**src/rtl/rr_grant_ctrl_if.sv**
```systemverilog
// Request/grant bundle between requesters and the round-robin grant controller.
// The master drives the requests and beat handshake; the slave returns the grant and priority pointer.
interface rr_grant_ctrl_if #(
    parameter int unsigned REQ_WIDTH = 8,
    parameter int unsigned ID_WIDTH  = 3
);
    logic [REQ_WIDTH-1:0] req;
    logic                 accept;
    logic                 last;
    logic [REQ_WIDTH-1:0] gnt;
    logic [ID_WIDTH-1:0]  gnt_id;
    logic                 gnt_valid;
    logic [REQ_WIDTH-1:0] base;

    modport master (
        output req, accept, last,
        input  gnt, gnt_id, gnt_valid, base
    );

    modport slave (
        input  req, accept, last,
        output gnt, gnt_id, gnt_valid, base
    );
endinterface

```
**src/rtl/rr_grant_ctrl.sv**
```systemverilog
// Round-robin grant controller: registers a grant from Arbiter_base, holds it for a
// transfer and rotates the priority pointer past the released requester.

// Combinational base-priority arbiter: first set req bit at or above base, wrapping.
module Arbiter_base #(
    parameter int unsigned WIDTH = 8
) (
    input  logic [WIDTH-1:0] req,
    input  logic [WIDTH-1:0] base,
    output logic [WIDTH-1:0] gnt_c
);
    logic [2*WIDTH-1:0] dbl_req;
    logic [2*WIDTH-1:0] dbl_gnt;

    // Borrow from the subtraction clears every bit below the first request at/after base.
    assign dbl_req = {req, req};
    assign dbl_gnt = dbl_req & ~(dbl_req - {{WIDTH{1'b0}}, base});
    assign gnt_c   = dbl_gnt[WIDTH-1:0] | dbl_gnt[2*WIDTH-1:WIDTH];
endmodule

module rr_grant_ctrl #(
    parameter int unsigned REQ_WIDTH = 8,
    parameter int unsigned ID_WIDTH  = 3,
    parameter int unsigned MAX_HOLD  = 16,
    parameter int unsigned CNT_WIDTH = 5
) (
    input  logic           clk,
    input  logic           rst_n,
    rr_grant_ctrl_if.slave bus
);
    localparam logic [CNT_WIDTH-1:0] HOLD_LAST =
        CNT_WIDTH'((MAX_HOLD == 32'd0) ? 32'd0 : (MAX_HOLD - 32'd1));
    localparam logic [CNT_WIDTH-1:0] CNT_SAT   = '1;
    localparam logic [REQ_WIDTH-1:0] BASE_RST  = REQ_WIDTH'(1);

    typedef enum logic {
        IDLE  = 1'b0,
        GRANT = 1'b1
    } state_t;

    state_t               state_q, state_d;
    logic [REQ_WIDTH-1:0] gnt_q, gnt_d;
    logic [ID_WIDTH-1:0]  id_q, id_d;
    logic                 valid_q, valid_d;
    logic [REQ_WIDTH-1:0] base_q, base_d;
    logic [CNT_WIDTH-1:0] cnt_q, cnt_d;

    logic [REQ_WIDTH-1:0] gnt_rot_c;
    logic [REQ_WIDTH-1:0] arb_base_c;
    logic [REQ_WIDTH-1:0] arb_gnt_c;
    logic                 hold_hit_c;
    logic                 withdrawn_c;
    logic                 release_c;

    // Binary index of a one-hot (or zero) vector.
    function automatic logic [ID_WIDTH-1:0] onehot_to_id(input logic [REQ_WIDTH-1:0] v);
        logic [ID_WIDTH-1:0] id;
        id = '0;
        for (int i = 0; i < int'(REQ_WIDTH); i++) begin
            if (v[i]) begin
                id = id | ID_WIDTH'(i);
            end
        end
        return id;
    endfunction

    // Release detection and the priority pointer used for this cycle's arbitration.
    assign gnt_rot_c   = {gnt_q[REQ_WIDTH-2:0], gnt_q[REQ_WIDTH-1]};
    assign hold_hit_c  = (MAX_HOLD != 32'd0) && bus.accept && (cnt_q == HOLD_LAST);
    assign withdrawn_c = ((bus.req & gnt_q) == '0);
    assign release_c   = (state_q == GRANT) &&
                         ((bus.accept && bus.last) || withdrawn_c || hold_hit_c);
    assign arb_base_c  = release_c ? gnt_rot_c : base_q;

    Arbiter_base #(
        .WIDTH (REQ_WIDTH)
    ) u_arb (
        .req   (bus.req),
        .base  (arb_base_c),
        .gnt_c (arb_gnt_c)
    );

    // Next-state and next-output logic.
    always_comb begin
        state_d = state_q;
        gnt_d   = gnt_q;
        id_d    = id_q;
        valid_d = valid_q;
        base_d  = base_q;
        cnt_d   = cnt_q;

        case (state_q)
            IDLE: begin
                if (bus.req != '0) begin
                    gnt_d   = arb_gnt_c;
                    id_d    = onehot_to_id(arb_gnt_c);
                    valid_d = 1'b1;
                    cnt_d   = '0;
                    state_d = GRANT;
                end
            end
            GRANT: begin
                if (release_c) begin
                    base_d = gnt_rot_c;
                    if (arb_gnt_c != '0) begin
                        gnt_d   = arb_gnt_c;
                        id_d    = onehot_to_id(arb_gnt_c);
                        valid_d = 1'b1;
                        cnt_d   = '0;
                    end else begin
                        gnt_d   = '0;
                        valid_d = 1'b0;
                        state_d = IDLE;
                    end
                end else if (bus.accept && (cnt_q != CNT_SAT)) begin
                    cnt_d = cnt_q + CNT_WIDTH'(1);
                end
            end
            default: begin
                state_d = IDLE;
            end
        endcase
    end

    // State and output registers.
    always_ff @(posedge clk or negedge rst_n) begin
        if (!rst_n) begin
            state_q <= IDLE;
            gnt_q   <= '0;
            id_q    <= '0;
            valid_q <= 1'b0;
            base_q  <= BASE_RST;
            cnt_q   <= '0;
        end else begin
            state_q <= state_d;
            gnt_q   <= gnt_d;
            id_q    <= id_d;
            valid_q <= valid_d;
            base_q  <= base_d;
            cnt_q   <= cnt_d;
        end
    end

    assign bus.gnt       = gnt_q;
    assign bus.gnt_id    = id_q;
    assign bus.gnt_valid = valid_q;
    assign bus.base      = base_q;

    // Structural invariants of the grant and pointer registers.
    a_gnt_onehot0 : assert property (@(posedge clk) disable iff (!rst_n) $onehot0(gnt_q));
    a_base_onehot : assert property (@(posedge clk) disable iff (!rst_n) $onehot(base_q));
    a_valid_match : assert property (@(posedge clk) disable iff (!rst_n) valid_q == (|gnt_q));
endmodule

```
**src/flat_wrapper.sv**
```systemverilog
// flat-port wrapper written by rule: the top's interface ports become plain ports
module rr_grant_ctrl_flat 
#(
    parameter int unsigned REQ_WIDTH = 8,
    parameter int unsigned ID_WIDTH  = 3,
    parameter int unsigned MAX_HOLD  = 16,
    parameter int unsigned CNT_WIDTH = 5
)
  (clk, rst_n, bus_req, bus_accept, bus_last, bus_gnt, bus_gnt_id, bus_gnt_valid, bus_base);
  rr_grant_ctrl_if #(.REQ_WIDTH(REQ_WIDTH), .ID_WIDTH(ID_WIDTH)) bus_i ();
  input  logic clk;
  input  logic rst_n;
  input wire logic [$bits(bus_i.req)-1:0] bus_req;
  input wire logic [$bits(bus_i.accept)-1:0] bus_accept;
  input wire logic [$bits(bus_i.last)-1:0] bus_last;
  output wire logic [$bits(bus_i.gnt)-1:0] bus_gnt;
  output wire logic [$bits(bus_i.gnt_id)-1:0] bus_gnt_id;
  output wire logic [$bits(bus_i.gnt_valid)-1:0] bus_gnt_valid;
  output wire logic [$bits(bus_i.base)-1:0] bus_base;
  assign bus_i.req = bus_req;
  assign bus_i.accept = bus_accept;
  assign bus_i.last = bus_last;
  assign bus_gnt = bus_i.gnt;
  assign bus_gnt_id = bus_i.gnt_id;
  assign bus_gnt_valid = bus_i.gnt_valid;
  assign bus_base = bus_i.base;
  rr_grant_ctrl #(.REQ_WIDTH(REQ_WIDTH), .ID_WIDTH(ID_WIDTH), .MAX_HOLD(MAX_HOLD), .CNT_WIDTH(CNT_WIDTH)) u_core (.clk(clk), .rst_n(rst_n), .bus(bus_i));
endmodule
```
**config.mk**
```make
export PLATFORM = sky130hd
export DESIGN_NAME = rr_grant_ctrl_flat
export DESIGN_NICKNAME = d
export VERILOG_FILES = /design/src/rtl/rr_grant_ctrl_if.sv /design/src/rtl/rr_grant_ctrl.sv /design/src/flat_wrapper.sv
export SDC_FILE = /design/constraint.sdc
export NUM_CORES = 1
export LEC_CHECK = 0
export CAP_MARGIN = 20
export CORE_MARGIN = 3
export CORE_UTILIZATION = 54
export DETAILED_ROUTE_END_ITERATION = 8
export MAX_ROUTING_LAYER = met4
export PLACE_DENSITY = 0.8
export SLEW_MARGIN = 10
export SYNTH_ARGS = -nofsm -noshare
export SYNTH_HDL_FRONTEND = slang
export SYNTH_SLANG_ARGS = --single-unit
```
**constraint.sdc**
```tcl
create_clock -name clk -period 6.18 [get_ports clk]
set_input_delay 1.854 -clock clk [delete_from_list [all_inputs] [get_ports clk]]
set_output_delay 1.854 -clock clk [all_outputs]
set_load 0.01 [all_outputs]
```
==> impl_results.md <==
- FF+latch count, synth: 26
- Ys flop type: dfrtp_1
- Commonest cells in the netlist: dfrtp_1 (25), nand2_1 (25), inv_1 (19)
- Die width: 66.7 um
- Root Buffer: clkbuf_8
- Crit. End Element: flip-flop
- Vias per inst: just over 6
- Fillcell total: about 270
- Post-synth EDFFs: 0
- Worst-Margin Slew: between 0.5 and 0.6 ns
- Die Footprint: 4450 um^2
- Gr ovfl total: 0
- First-pass iteration count of the detailed router: 4
- DRT Wirelength: 5110 um
- Top cell type's share of synthesized area: 0.315
- Nets@finish: 280
- Min Tclk post-route: 5.67 ns
- Total CTS buffers: 3
- Max Cap Violations: 0
- Leakage Power: roughly 0.0011 uW
- Biggest area consumer among synthesized cells: dfrtp_1
- Vias: 1842
- Port Buf Inserts: 31
- Skew final: 0.00887 ns
- Final setup vio count: 0
- Area grow syn2layout: 25.0%
- CP Max Fanout: 9
- Crit. path cell count: 14
- First-pass GRT wire length: 8530 um
- Worst Path Buf+Inv: 2
- Vias in the first global route: 1750
- Post-route ant nets: 0
- Gpl congestion: ~0.92
- Fmax: 176 MHz
- Slew margin rel.: 0.644
- Top Ports: 32
- Starting DRT DRC Count: 218
- Rows: 21
- Netlist Area Pre-Place: 1990 um^2
- Arr. time, crit path: 5.84 ns
- Syn nets: roughly 240
- Multi-input combinational cell area: 1240 um^2
- Clock-pin slew on the worst setup and hold paths: around 0.090 ns
- Initial core utilization: 0.578
- Startpoint types: input pin
- Initial antenna violation count: 0
- TNS Setup: 0 ns
- N_diodes: 0
- Netlist cell types: between 60 and 70
- Post-DR wirelength/cell: 16.9 um
- Drc violations: 0
- Synth Area per Inst: 9.29 um^2
- Clock tree sinks: 26
- Clk Latency, worst-skew pair: 0.27 ns
- Period utilization: 0.918
- Seq/Total Area, Yosys: 0.328
- HP Class: reg2reg
- RSZ-0062 raised after global routing: false
- Status: completed
- CTS H-tree depth: 1
- Critical Path RT: 6.34 ns
- Detailed Place HPWL: 4160 um
- Post-CTS sizing: 0
- WHS Path Cells: 1
- Max rail drop VDD: approximately 0.0003 V
- Crit path from: bus_req[4]
- Utilization after layout: 0.722
- Synth Instances: roughly 210
- Hold Fails Final Rpt: 0
- Reg2reg path depth: 16
- Longest Clk Path Bufs: 2
- Critical path class: in2reg
- Slew Viols, Final: 0
- Synth area leaders: dfrtp_1 (31%), ha_1 (6.3%), mux2_2 (5.1%), nand2_1 (4.7%), inv_1 (3.6%)
- Die Ht: 66.7 um
- Worst r2r src: u_core.cnt_q[0]
- Asr flop ratio synth: 1.00
- CTS tree: done
- FF+latch area: 652 um^2
- CP max-delay cell: clkdlybuf4s50_1
- Hold Path Origin: u_core.bus.gnt_id[2]
- Ratio of cells with drive above 1 in the final layout: 0.152
- Global-route usage over all layers: 0.259
- Crit-path cells: clkdlybuf4s50_1, a22oi_2, a41oi_1, nand2b_1, buf_4, mux2_2, fa_1, nor2b_1, o31a_1, o32a_1, o221ai_1, nand4b_1, o31ai_4, mux2_4
- # hold bufs at CTS: 0
- Core area: 3440 um^2
- Post-CTS setup buffer count: 0
- Largest net degree at the start of global routing: 27
- Slowest stage delay, CP: 0.62 ns
- Pwr dens: between 500 and 600 nW/um^2
- Top delay family on crit path: compound AO/OA/AOI/OAI gates
- Ys Warns: 0
-- layout make-up --
| cell class | count | area share |
|---|---|---|
| clock inverter | 1 | 0.0121 |
| sequential | 26 | 0.262 |
| clock buffer | 3 | 0.0166 |
| multi-input combinational | 165 | 0.499 |
| timing repair buffer | 42 | 0.158 |
| tap | 46 | 0.0232 |
| inverter | 19 | 0.0287 |
-- cell families (layout without fill, tap and decap cells) --
kind of cell / count (synthesis) / in the layout / synth area share
simple gates: 78 / 78 / 0.223
compound gates: 60 / 60 / 0.239
flops: 26 / 26 / 0.328
buf+inv: 23 / 65 / 0.0478
mux: 13 / 13 / 0.0762
fa+ha+maj: 11 / 11 / 0.0730
xor+xnor: 3 / 3 / 0.0132
-- per-layer routing --
metal | GRT usage | up-vias | share of wire
li1 | - | 882 | -
met1 | 0.369 | 907 | 0.49
met2 | 0.396 | 47 | 0.46
met3 | 0.0169 | 6 | 0.035
met4 | 0.0736 | 0 | 0.015
met5 | - | - | 0
-- metrics by stage --
stage	cells	total power [uW]	instance area [um^2]	worst slack, ns	hold WS [ns]
final	302	1320	2490	0.507	0.496
after global routing	302	1430	2490	0.240	0.499
after CTS	302	1320	2490	0.520	0.496
after detailed placement	298	1180	2410	0.246	0.473
after global placement	298	1170	2410	0.291	0.473
after floorplan	214	900	1990	0.934	0.478
-- state kept, by name, indices dropped and copies added (netlist names) --
register	count
u_core.bus.base	8
u_core.bus.gnt	8
u_core.cnt_q	5
u_core.bus.gnt_id	3
u_core.bus.gnt_valid	1
u_core.state_q	1
-- power breakdown --
part	switching, uW	internal (uW)
Sequential	65.8	237
Clock	52.7	86.6
Combinational	465	413
Total	584	737
-- final timing paths --
check / to / slack (ns)
worst max register to register: u_core.bus.gnt_id[1] / 1.64
worst min register to register: u_core.bus.gnt_id[2] / 0.50
worst max-delay path: u_core.bus.gnt_id[1] / 0.51
worst min-delay path: u_core.bus.gnt_id[2] / 0.50
min in group asynchronous: u_core.bus.gnt[1] / 1.95
max in group asynchronous: u_core.bus.base[0] / 3.93
-- cells in the final DEF, fill, tap and decap left out, drive strengths merged, types with 2 or more instances in the layout --
| cell type | instances |
|---|---|
| a21o | 2 |
| a21oi | 7 |
| a22oi | 4 |
| a31oi | 2 |
| and2 | 2 |
| buf | 11 |
| clkbuf | 3 |
| clkdlybuf4s50 | 31 |
| dfrtp | 25 |
| ha | 10 |
| inv | 19 |
| mux2 | 11 |
| mux2i | 2 |
| nand2 | 26 |
| nand3 | 6 |
| nand3b | 4 |
| nand4 | 4 |
| nor2 | 13 |
| nor2b | 3 |
| nor3 | 3 |
| nor4 | 4 |
| o211ai | 2 |
| o21a | 7 |
| o21ai | 12 |
| o22a | 2 |
| o22ai | 3 |
| o31ai | 5 |
| or3 | 3 |
| xnor2 | 3 |
(Power assumes the default switching activity.)
